`config.mk`:
```
export PLATFORM = sky130hd
export DESIGN_NAME = bridge_rx
export DESIGN_NICKNAME = d
export VERILOG_FILES = /design/src/rtl/bridge_rx.sv
export SDC_FILE = /design/constraint.sdc
export NUM_CORES = 1
export LEC_CHECK = 0
export ABC_AREA = 1
export CAP_MARGIN = 40
export CORE_ASPECT_RATIO = 1.5
export CORE_MARGIN = 5
export CORE_UTILIZATION = 31
export CTS_CLUSTER_SIZE = 12
export DETAILED_ROUTE_END_ITERATION = 10
export GPL_ROUTABILITY_DRIVEN = 1
export PLACE_DENSITY = 0.56
export SYNTH_ARGS = -nofsm -noshare
export SYNTH_HDL_FRONTEND = slang
export SYNTH_SLANG_ARGS = --single-unit
```
`constraint.sdc`:
```
create_clock -name clk -period 6.3 [get_ports clk]
set_clock_uncertainty 0.1 [all_clocks]
set_input_delay 1.26 -clock clk [delete_from_list [all_inputs] [get_ports clk]]
set_output_delay 1.26 -clock clk [all_outputs]
set_load 0.02 [all_outputs]
```
`src/rtl/bridge_rx.sv`:
```
// Receive half of the ASCII serial bridge: parses 'R'/'W' hex frames from the UART
// byte stream and presents one registered bus request per well-formed frame.
module bridge_rx #(
    parameter int ADDR_WIDTH = 16,
    parameter int DATA_WIDTH = 16
) (
    input  logic                  clk,
    input  logic                  rst,
    input  logic [7:0]            axiid,
    input  logic                  axiiv,
    output logic [ADDR_WIDTH-1:0] req_addr,
    output logic [DATA_WIDTH-1:0] req_data,
    output logic                  req_rw,
    output logic                  req_valid,
    input  logic                  req_ready,
    output logic                  frame_err
);

    localparam int NA   = ADDR_WIDTH / 4;
    localparam int ND   = DATA_WIDTH / 4;
    localparam int NMAX = (NA > ND) ? NA : ND;
    localparam int CW   = $clog2(NMAX + 1);

    localparam logic [7:0] CH_R  = 8'h52;
    localparam logic [7:0] CH_W  = 8'h57;
    localparam logic [7:0] CH_CR = 8'h0D;
    localparam logic [7:0] CH_LF = 8'h0A;

    typedef enum logic [1:0] {
        IDLE,
        ADDR,
        DATA,
        EOL
    } state_t;

    state_t                  state_q,    state_d;
    logic [CW-1:0]           cnt_q,      cnt_d;
    logic [ADDR_WIDTH-1:0]   addr_sh_q,  addr_sh_d;
    logic [DATA_WIDTH-1:0]   data_sh_q,  data_sh_d;
    logic                    rw_sh_q,    rw_sh_d;
    logic [ADDR_WIDTH-1:0]   req_addr_q, req_addr_d;
    logic [DATA_WIDTH-1:0]   req_data_q, req_data_d;
    logic                    req_rw_q,   req_rw_d;
    logic                    req_valid_q, req_valid_d;
    logic                    frame_err_q, frame_err_d;

    logic       is_hex;
    logic [3:0] hex_val;
    logic       is_eol;
    logic       is_start;
    logic       abort;
    logic       start_frame;
    logic       complete;

    // Byte classification, shared by every state.
    always_comb begin
        // NOTE: every combinational output gets a default first so no path infers a latch.
        is_hex  = 1'b1;
        hex_val = 4'h0;
        if (axiid >= 8'h30 && axiid <= 8'h39) begin
            hex_val = axiid[3:0];
        end else if ((axiid >= 8'h41 && axiid <= 8'h46) ||
                     (axiid >= 8'h61 && axiid <= 8'h66)) begin
            hex_val = axiid[3:0] + 4'd9;
        end else begin
            is_hex = 1'b0;
        end
        is_eol   = (axiid == CH_CR) || (axiid == CH_LF);
        is_start = (axiid == CH_R)  || (axiid == CH_W);
    end

    always_comb begin
        state_d     = state_q;
        cnt_d       = cnt_q;
        addr_sh_d   = addr_sh_q;
        data_sh_d   = data_sh_q;
        rw_sh_d     = rw_sh_q;
        req_addr_d  = req_addr_q;
        req_data_d  = req_data_q;
        req_rw_d    = req_rw_q;
        req_valid_d = req_valid_q && !req_ready;
        frame_err_d = 1'b0;
        abort       = 1'b0;
        start_frame = 1'b0;
        complete    = 1'b0;

        if (axiiv) begin
            unique case (state_q)
                IDLE: begin
                    start_frame = is_start;
                end
                ADDR: begin
                    if (is_hex) begin
                        addr_sh_d = (addr_sh_q << 4) | ADDR_WIDTH'(hex_val);
                        if (cnt_q == CW'(NA - 1)) begin
                            cnt_d   = '0;
                            state_d = rw_sh_q ? DATA : EOL;
                        end else begin
                            cnt_d = cnt_q + 1'b1;
                        end
                    end else begin
                        abort = 1'b1;
                    end
                end
                DATA: begin
                    if (is_hex) begin
                        data_sh_d = (data_sh_q << 4) | DATA_WIDTH'(hex_val);
                        if (cnt_q == CW'(ND - 1)) begin
                            cnt_d   = '0;
                            state_d = EOL;
                        end else begin
                            cnt_d = cnt_q + 1'b1;
                        end
                    end else begin
                        abort = 1'b1;
                    end
                end
                EOL: begin
                    if (is_eol) begin
                        complete = 1'b1;
                    end else begin
                        abort = 1'b1;
                    end
                end
                default: state_d = IDLE;
            endcase
        end

        if (complete) begin
            state_d = IDLE;
            cnt_d   = '0;
            // A still-pending request wins; the new frame is reported and lost.
            if (req_valid_q && !req_ready) begin
                frame_err_d = 1'b1;
            end else begin
                req_addr_d  = addr_sh_q;
                req_data_d  = rw_sh_q ? data_sh_q : '0;
                req_rw_d    = rw_sh_q;
                req_valid_d = 1'b1;
            end
        end

        if (abort) begin
            frame_err_d = 1'b1;
            state_d     = IDLE;
            cnt_d       = '0;
            addr_sh_d   = '0;
            data_sh_d   = '0;
            start_frame = is_start;
        end

        // 'R'/'W' opens a frame from IDLE or straight out of an abort.
        if (start_frame) begin
            state_d   = ADDR;
            cnt_d     = '0;
            addr_sh_d = '0;
            data_sh_d = '0;
            rw_sh_d   = (axiid == CH_W);
        end
    end

    // NOTE: sequential state uses non-blocking assignments so every flop samples pre-edge values.
    always_ff @(posedge clk or posedge rst) begin
        if (rst) begin
            state_q     <= IDLE;
            cnt_q       <= '0;
            addr_sh_q   <= '0;
            data_sh_q   <= '0;
            rw_sh_q     <= 1'b0;
            req_addr_q  <= '0;
            req_data_q  <= '0;
            req_rw_q    <= 1'b0;
            req_valid_q <= 1'b0;
            frame_err_q <= 1'b0;
        end else begin
            state_q     <= state_d;
            cnt_q       <= cnt_d;
            addr_sh_q   <= addr_sh_d;
            data_sh_q   <= data_sh_d;
            rw_sh_q     <= rw_sh_d;
            req_addr_q  <= req_addr_d;
            req_data_q  <= req_data_d;
            req_rw_q    <= req_rw_d;
            req_valid_q <= req_valid_d;
            frame_err_q <= frame_err_d;
        end
    end

    assign req_addr  = req_addr_q;
    assign req_data  = req_data_q;
    assign req_rw    = req_rw_q;
    assign req_valid = req_valid_q;
    assign frame_err = frame_err_q;

endmodule

```
; Yosys cells after proc, flatten, opt, wreduce, memory -nomap -nowiden
; Index checks and enable logic that the tools add are counted.
[word_totals]
input_bits = 12
register_bits = 73
word_cells = 102
output_inout_bits = 35
[classes]
n_eq_ne = 12
n_mux = 46
add_sub_neg = 2
n_reduce_logical = 23
n_bitwise = 3
order_cmp = 6
[op_table]
columns = operator, n
row1 = $mux W16, 11
row2 = $or A16 B4 Y16, 2
row3 = $mux W3, 7
row4 = $ne A5 B5 Y1 const B, 4
row5 = $eq A8 B4 Y1 const B, 2
row6 = $eq A8 B7 Y1 const B, 2
row7 = $ge A8 B7 Y1 const B, 2
row8 = $le A8 B7 Y1 const B, 2
row9 = $mux W1, 16
row10 = $mux W2, 8
row11 = $reduce_bool A3 Y1, 4
row12 = $reduce_bool A4 Y1, 3
row13 = $reduce_and A3 Y1, 3
row14 = $ge A8 B6 Y1 const B, 1
row15 = $le A8 B6 Y1 const B, 1
row16 = $mux W4, 2
row17 = $reduce_and A6 Y1, 1
row18 = $reduce_bool A5 Y1, 1
row19 = $add A4 B4 Y4 const B, 1
row20 = $eq A2 B2 Y1 const B, 2
row21 = $logic_and A1 B1 Y1, 4
row22 = $pmux W2 S2, 1
row23 = $add A3 B1 Y3 const B, 1
row24 = $eq A3 B2 Y1 const B, 1
row25 = other kinds (8), 10

; Logic depth before layout (Yosys ltp)
; Gate-level depths: netlist of the first run.
[depth]
word_depth = 11
ltp_mapped = 15
mapped_depth_nobuf = 14

; Least setup slack after synthesis of the first run
; OpenSTA, ideal clock, no wires.
[synth_path]
path_type = input-to-reg
from = input port axiid[1]
to = register data_sh_q[4]
path_buffers = 1
t_required_ns = 6.082
slack_ns = 3.470
arrival_ns = 2.612
setup_time_ns = 0.118
stages = 14
path_cell_list = inv_1 -> ha_1 -> nand3b_1 -> nand3_2 -> nand3_4 -> nand2_4 -> nand2_4 -> nand2_4 -> nor2_2 -> nor2_4 -> nand2_4 -> buf_6 -> nand2_1 -> o21ai_2
[synth_via]
elab_chain_cells = 11
elab_cells_between_ends = 31
cone_classes = order compare: 6 / eq/ne: 4 / mux: 11 / reduce/logical: 10
[synth_lines]
columns = element, line
row1 = "start, declared", 9  ; input logic [7:0] axiid,
row2 = "$ge A8 B7 Y1, or another cell as far along", 62  ; end else if ((axiid >= 8'h41 && axiid <= 8'h46) ||
row3 = $logic_and A1 B1 Y1 (on tied branches), "62, 63"
row4 = $logic_or A1 B1 Y1, 62
row5 = $mux W1, 62
row6 = $mux W1, 60  ; if (axiid >= 8'h30 && axiid <= 8'h39) begin
row7 = $mux W1, "93, 106"
row8 = $pmux W1 S2, 88  ; unique case (state_q)
row9 = $mux W1, 87  ; if (axiiv) begin
row10 = $mux W1, 143  ; if (abort) begin
row11 = $reduce_bool A3 Y1 (no source line), -
row12 = $reduce_and A3 Y1 (no source line), -
row13 = "end signal, assigned", 179  ; data_sh_q <= data_sh_d;
row14 = "end, declared", 39  ; logic [DATA_WIDTH-1:0] data_sh_q, data_sh_d;
; Parallel ways exist; a longest one is shown, timed or not.
; A chain may end at the register's enable or synchronous reset.

; Worst setup path in the final report of the first run
[layout_path]
from = input port axiid[0]
to = register addr_sh_q[8]
[layout_via]
elab_chain_cells = 11
elab_cells_between_ends = 31
cone_classes = order compare: 6 / eq/ne: 4 / mux: 11 / reduce/logical: 10
[layout_lines]
columns = element, line
row1 = "$ge A8 B7 Y1, or another cell as far along", 62
row2 = $logic_and A1 B1 Y1 (on tied branches), "62, 63"
row3 = $logic_or A1 B1 Y1, 62
row4 = $mux W1, 62
row5 = $mux W1, 60
row6 = $mux W1, "93, 106"
row7 = $pmux W1 S2, 88
row8 = $mux W1, 87
row9 = $mux W1, 143
row10 = $reduce_bool A3 Y1 (no source line), -
row11 = $reduce_and A3 Y1 (no source line), -
row12 = "end signal, assigned", 178  ; addr_sh_q <= addr_sh_d;
row13 = "end, declared", 38  ; logic [ADDR_WIDTH-1:0] addr_sh_q, addr_sh_d;
; Parallel ways exist; a longest one is shown, timed or not.

==> impl_metrics.json, run 1 <==
{
  "synthXorXnorAreaFrac": 0.00244,
  "grt_max_degree": 61,
  "tns_ps": 0,
  "fin_crit_sh": 0.569,
  "netlist_top_cells_count": "150 x nand2_1, 73 x dfrtp_1, 53 x nand3_1",
  "worstPathMaxFanout": 30,
  "synth_edf_count": 0,
  "fp.dieArea_um2": 13900,
  "fillCellCount": 1170,
  "min_path_type": "reg -> reg",
  "antenna_cells": 0,
  "fin_cells": 602,
  "ios": 47,
  "cts_root_buf": "clkbuf_16",
  "row_count": 48,
  "cts_resized": 0,
  "synth-simple-area-share": 0.310,
  "critPathMaxStageDelay_ps": 570,
  "synth_fa_ha_area_frac": 0.0348,
  "drt_first_pass_iters": 4,
  "drc": 0,
  "syn_to_final_growth_pct": 24.7,
  "path_buf_inv": 1,
  "holdPathEnd": "req_rw",
  "grt_use_total": 0.113,
  "hp-start": "req_rw",
  "via_per_inst": 4.52,
  "fmax_mhz": 279,
  "wl_per_cell_um": 12.1,
  "yosysMostFrequentCell": "nand2_1",
  "endpoint_kind": "register",
  "path_delay_family": "simple AND/OR/NAND/NOR gates",
  "start_util": 0.315,
  "ys_types": 26,
  "placement.io_buffers": 46,
  "die_y_um": 142,
  "synth_warnings": 0,
  "grt_pass1_vias": 2740,
  "tritoncts": "done",
  "overflow": 0,
  "rr_worst_depth": 10,
  "wirelength_um": 7290,
  "syn_nets": 429,
  "grt_pass1_wl_um": 12800,
  "power_leakage_nw": 2.16,
  "status": "complete, no violations",
  "nets": 469,
  "place_ws_ps": 2380,
  "cap_violations": 0,
  "crit_required_ps": 6410,
  "cp-start-kind": "input pin",
  "yosysSeqAreaShare": 0.509,
  "final_cell_area_um2": 4480,
  "synth_cells": 407,
  "clk_latency_ps": 330,
  "numCtsBuffers": 9,
  "crit_type": "in -> reg",
  "path_common_cell": "nand2_1",
  "syn_area_per_cell_um2": 8.82,
  "num_vias": 2724,
  "drv_slew": 0,
  "min_period_ps": 3580,
  "synth_top_area_share": 0.509,
  "yosys.area.top_type": "dfrtp_1",
  "antenna_found_initial": 0,
  "rsz0062_at_grt": "no",
  "fin_ws_ps": 2720,
  "hpwlAfterDp_um": 5180,
  "place_congestion": 0.865,
  "dpl_cell_area_um2": 4160,
  "synth_area_leaders": "dfrtp_1 51%, nand2_1 16%, nand3_1 7.4%",
  "ys_ff_latch": 73,
  "postCtsSetupBuffers": 0,
  "slew_headroom": 0.548,
  "path_clk_slew_ps": 60,
  "syn-cell-area_um2": 3590,
  "reg2reg_from": "state_q[0]",
  "finalSetupViolCount": 0,
  "synth.area.mux_share": 0,
  "synth-compound-area-share": 0.0868,
  "layout-drive-gt1-share": 0.150,
  "async_flop_share": 1.00,
  "htreeDepth": 3,
  "slowest_stage": "clkdlybuf4s50_1",
  "postRouteAntennaNets": 0,
  "hold_viol": 0,
  "synth_top_family_by_area": "simple AND/OR/NAND/NOR gates",
  "arrival_ps": 3690,
  "clock-sinks": 73,
  "core_area_um2": 11400,
  "holdPathStages": 2,
  "placedCellCount": 586,
  "r2r_slack_ps": 3920,
  "tightest_slew_ps": 676,
  "power_density_nw_per_um2": 289,
  "clk_path_buf_depth": 2,
  "path_cells": "clkdlybuf4s50_1, ha_1, nand2_1, nand2_1, nand3b_1, nand3b_4, nand2_4, nor2_4, nor2_4, nand2_4, nand2_1, o21ai_2",
  "ys.flop_type": "dfrtp_1",
  "ctsHoldBuffers": 0,
  "drt_first_iter_violations": 102,
  "whs_ps": 366,
  "timing.rr.end": "addr_sh_q[8]",
  "ir_worst_vdd_mv": 0.131,
  "die_x_um": 97.9
}
## placed cells by master (no fill, tap or decap)
| cell | instances |
|---|---|
| bufinv_16 | 2 |
| o21a_1 | 1 |
| nor2_4 | 3 |
| clkdlybuf4s50_1 | 46 |
| nor2_2 | 3 |
| nand3_2 | 2 |
| clkbuf_16 | 9 |
| nand3_4 | 1 |
| inv_1 | 16 |
| dfrtp_1 | 73 |
| o21ai_2 | 28 |
| nand3b_1 | 2 |
| ha_1 | 10 |
| o21ai_1 | 2 |
| o21ai_0 | 3 |
| xor2_1 | 1 |
| clkinvlp_4 | 1 |
| nor2_1 | 14 |
| buf_16 | 1 |
| o2111ai_1 | 1 |
| clkinv_4 | 2 |
| clkinv_2 | 2 |
| a21oi_1 | 5 |
| nand2_1 | 150 |
| nand3b_4 | 1 |
| nand2_4 | 6 |
| inv_2 | 5 |
| nand4_1 | 5 |
| nor3_1 | 2 |
| nand3_1 | 53 |
| buf_4 | 2 |
## cell type report
cell class | instances | area (µm²) | area share
sequential | 73 | 1830 | 0.408
multi-input combinational | 293 | 1560 | 0.349
timing repair buffer | 49 | 503 | 0.112
clock buffer | 9 | 225 | 0.0503
tap | 150 | 188 | 0.0419
clock inverter | 7 | 95.1 | 0.0212
inverter | 21 | 78.8 | 0.0176
## per-layer routing
layer / global-route usage / wire (µm)
met1: 0.129 / 3180
met2: 0.195 / 3780
met3: 0.0152 / 199
met4: 0.0780 / 134
met5: 0 / 0
## worst max-delay path by stage
stage,from,cells past startpoint,end
floorplan,rst,1,addr_sh_q[0]
global placement,axiiv,10,addr_sh_q[8]
detailed placement,axiid[0],12,addr_sh_q[8]
CTS,axiiv,10,addr_sh_q[8]
global route,axiid[0],15,addr_sh_q[12]
finish,axiid[0],12,addr_sh_q[8]
## kinds of logic after synthesis
group / count (synthesis)
and+or+nand+nor: 242
DFF: 73
buffers and inverters: 41
AOI/OAI and AO/OA: 40
adders and majority gates: 10
xor gates and xnor gates: 1
## metrics by stage
stage                     power, mW  utilization
final                          1.29        0.392
after global placement        0.756        0.362
after CTS                      1.31        0.392
after detailed placement      0.767        0.364
after floorplan               0.718            -
after global routing           1.37        0.392
## sequential cells by signal, summed over array words and instances (netlist names)
register,cells
frame_err,1
req_data,16
req_valid,1
cnt_q,3
rw_sh_q,1
state_q,2
data_sh_q,16
addr_sh_q,16
req_addr,16
req_rw,1
## worst register-to-register path, cell delays in order (launching register included)
cell     delay [ps]
dfrtp_1         420
inv_1           110
ha_1            210
nor2_1          280
nand2_4         280
nand2_4         190
nor2_4           60
nor2_4          150
nand2_4         230
nand2_1         170
o21ai_2          60
## where the power goes
part	internal [mW]	switching, mW
combinational	0.0795	0.144
sequential	0.503	0.0281
clock	0.346	0.191
total	0.929	0.363
Power figures use the tool's default switching activity.
==> inputs of run 2 (changes only) <==
--- a/config.mk
+++ b/config.mk
@@ -13,7 +13,7 @@
 export CTS_CLUSTER_SIZE = 12
 export DETAILED_ROUTE_END_ITERATION = 10
 export GPL_ROUTABILITY_DRIVEN = 1
-export PLACE_DENSITY = 0.56
+export PLACE_DENSITY = 0.58
 export SYNTH_ARGS = -nofsm -noshare
 export SYNTH_HDL_FRONTEND = slang
 export SYNTH_SLANG_ARGS = --single-unit
==> constraint.sdc (replaced) <==
create_clock -name clk -period 3.2 [get_ports clk]
set_clock_uncertainty 0.1 [all_clocks]
set_input_delay 0.64 -clock clk [delete_from_list [all_inputs] [get_ports clk]]
set_output_delay 0.64 -clock clk [all_outputs]
set_load 0.02 [all_outputs]
==> run 2 against run 1 <==
First-iteration DRC count grew 37%. Register-to-register slack lost 2800 ps. Combinational power rose by 100%. Count of clock-buffer cells in the layout increased by 2. Via count grew 1.2%.
==> impl_metrics.json, run 2 (synthesis results as in run 1) <==
{
  "drc": 0,
  "layout-drive-gt1-share": 0.154,
  "arrival_ps": 2820,
  "finalCoreUtilization": 0.394,
  "syn_to_final_growth_pct": 25.1,
  "path_clk_slew_ps": 60,
  "tightest_slew_ps": 627,
  "clockPowerShare": 0.415,
  "num_vias": 2757,
  "finalSetupViolCount": 0,
  "ctsHoldBuffers": 0,
  "drt_first_iter_violations": 140,
  "rr_worst_depth": 10,
  "grt_use_total": 0.112,
  "overflow": 0,
  "placedCellCount": 589,
  "power_mw": 2.56,
  "hpwlAfterDp_um": 5280,
  "clk_path_buf_depth": 2,
  "via_per_inst": 4.56,
  "status": "complete, no violations",
  "grt_max_degree": 34,
  "whs_ps": 370,
  "placement.io_buffers": 46,
  "numCtsBuffers": 9,
  "cts_resized": 0,
  "final_common_cell": "nand2_1",
  "die_x_um": 97.9,
  "antenna_found_initial": 0,
  "layout_common_cells": "150 x nand2_1, 73 x dfrtp_1, 53 x nand3_1",
  "postCtsSetupBuffers": 0,
  "crit_type": "in -> reg",
  "place_congestion": 0.882,
  "drv_slew": 0,
  "dpl_cell_area_um2": 4170,
  "pwr-share-comb": 0.177,
  "endpoint_kind": "register",
  "cp-start-kind": "input pin",
  "wirelength_um": 7380,
  "slew_headroom": 0.582,
  "tritoncts": "done",
  "grt_pass1_vias": 2786,
  "final_cell_area_um2": 4490,
  "cap_violations": 0,
  "min_path_type": "reg -> reg",
  "wl_per_cell_um": 12.2,
  "hold_viol": 0,
  "holdPathStages": 2,
  "rsz0062_at_grt": "no",
  "core_area_um2": 11400,
  "fin_ws_ps": 483,
  "worstPathMaxFanout": 30,
  "antenna_cells": 0,
  "nets": 472,
  "seq_power_share": 0.408,
  "clk_latency_ps": 330,
  "power_density_nw_per_um2": 569,
  "drt_first_pass_iters": 4,
  "fp.dieArea_um2": 13900,
  "ir_worst_vdd_mv": 0.266,
  "clock-sinks": 73,
  "crit_required_ps": 3300,
  "fmax_mhz": 368,
  "start_util": 0.315,
  "die_y_um": 142,
  "row_count": 48,
  "tns_ps": 0,
  "min_period_ps": 2720,
  "place_ws_ps": 156,
  "htreeDepth": 3,
  "power_leakage_nw": 2.18,
  "cts_root_buf": "clkbuf_16",
  "sw_frac_of_total": 0.275,
  "power_switching_uw": 704,
  "postRouteAntennaNets": 0,
  "p_int_mw": 1.85,
  "grt_pass1_wl_um": 12700,
  "ios": 47,
  "fin_cells": 605,
  "fin_crit_sh": 0.849
}
[run 2: power by group through the flow]
stage / logic (mW) / clock network, mW / registers (mW)
after detailed placement: 0.459 / 0 / 1.06
after floorplan: 0.367 / 0 / 1.05
after CTS: 0.458 / 1.09 / 1.04
after global routing: 0.511 / 1.14 / 1.05
after global placement: 0.442 / 0 / 1.06
final: 0.453 / 1.06 / 1.04
[run 2: per-layer routing]
layer / track usage / vias to the layer above / share of wire
met5: 0 / - / 0
met4: 0.0605 / 0 / 0.028
met3: 0.0246 / 14 / 0.036
met2: 0.197 / 55 / 0.49
met1: 0.125 / 1290 / 0.44
li1: - / 1398 / -
[run 2: path summary, 6_finish.rpt]
kind	start	to	slack, ps
max in group asynchronous	rst	req_addr[15]	1710
setup / recovery	axiid[0]	addr_sh_q[7]	480
setup reg to reg	state_q[0]	addr_sh_q[7]	1130
min in group asynchronous	rst	req_data[4]	560
hold reg to reg	req_addr[13]	req_addr[13]	370
hold / removal	req_addr[13]	req_addr[13]	370
[run 2: cell type report]
type / count / area (µm²)
clock buffer: 11 / 243
clock inverter: 5 / 78.8
fill: 1162 / 6920
inverter: 21 / 78.8
multi-input combinational: 293 / 1560
sequential: 73 / 1830
tap: 150 / 188
timing repair buffer: 52 / 518
[run 2: critical path, cell delays in order]
cell and delay (ps):
clkdlybuf4s50_1 560, inv_1 120, ha_1 220, nand2_1 80
nand3_2 90, nand2_4 120, nand3_4 80, nand2_4 80
nand2_4 50, nand2_4 110, nor2_4 60, nor2_4 140
nand2_4 230, nand2_1 150, o21ai_2 60
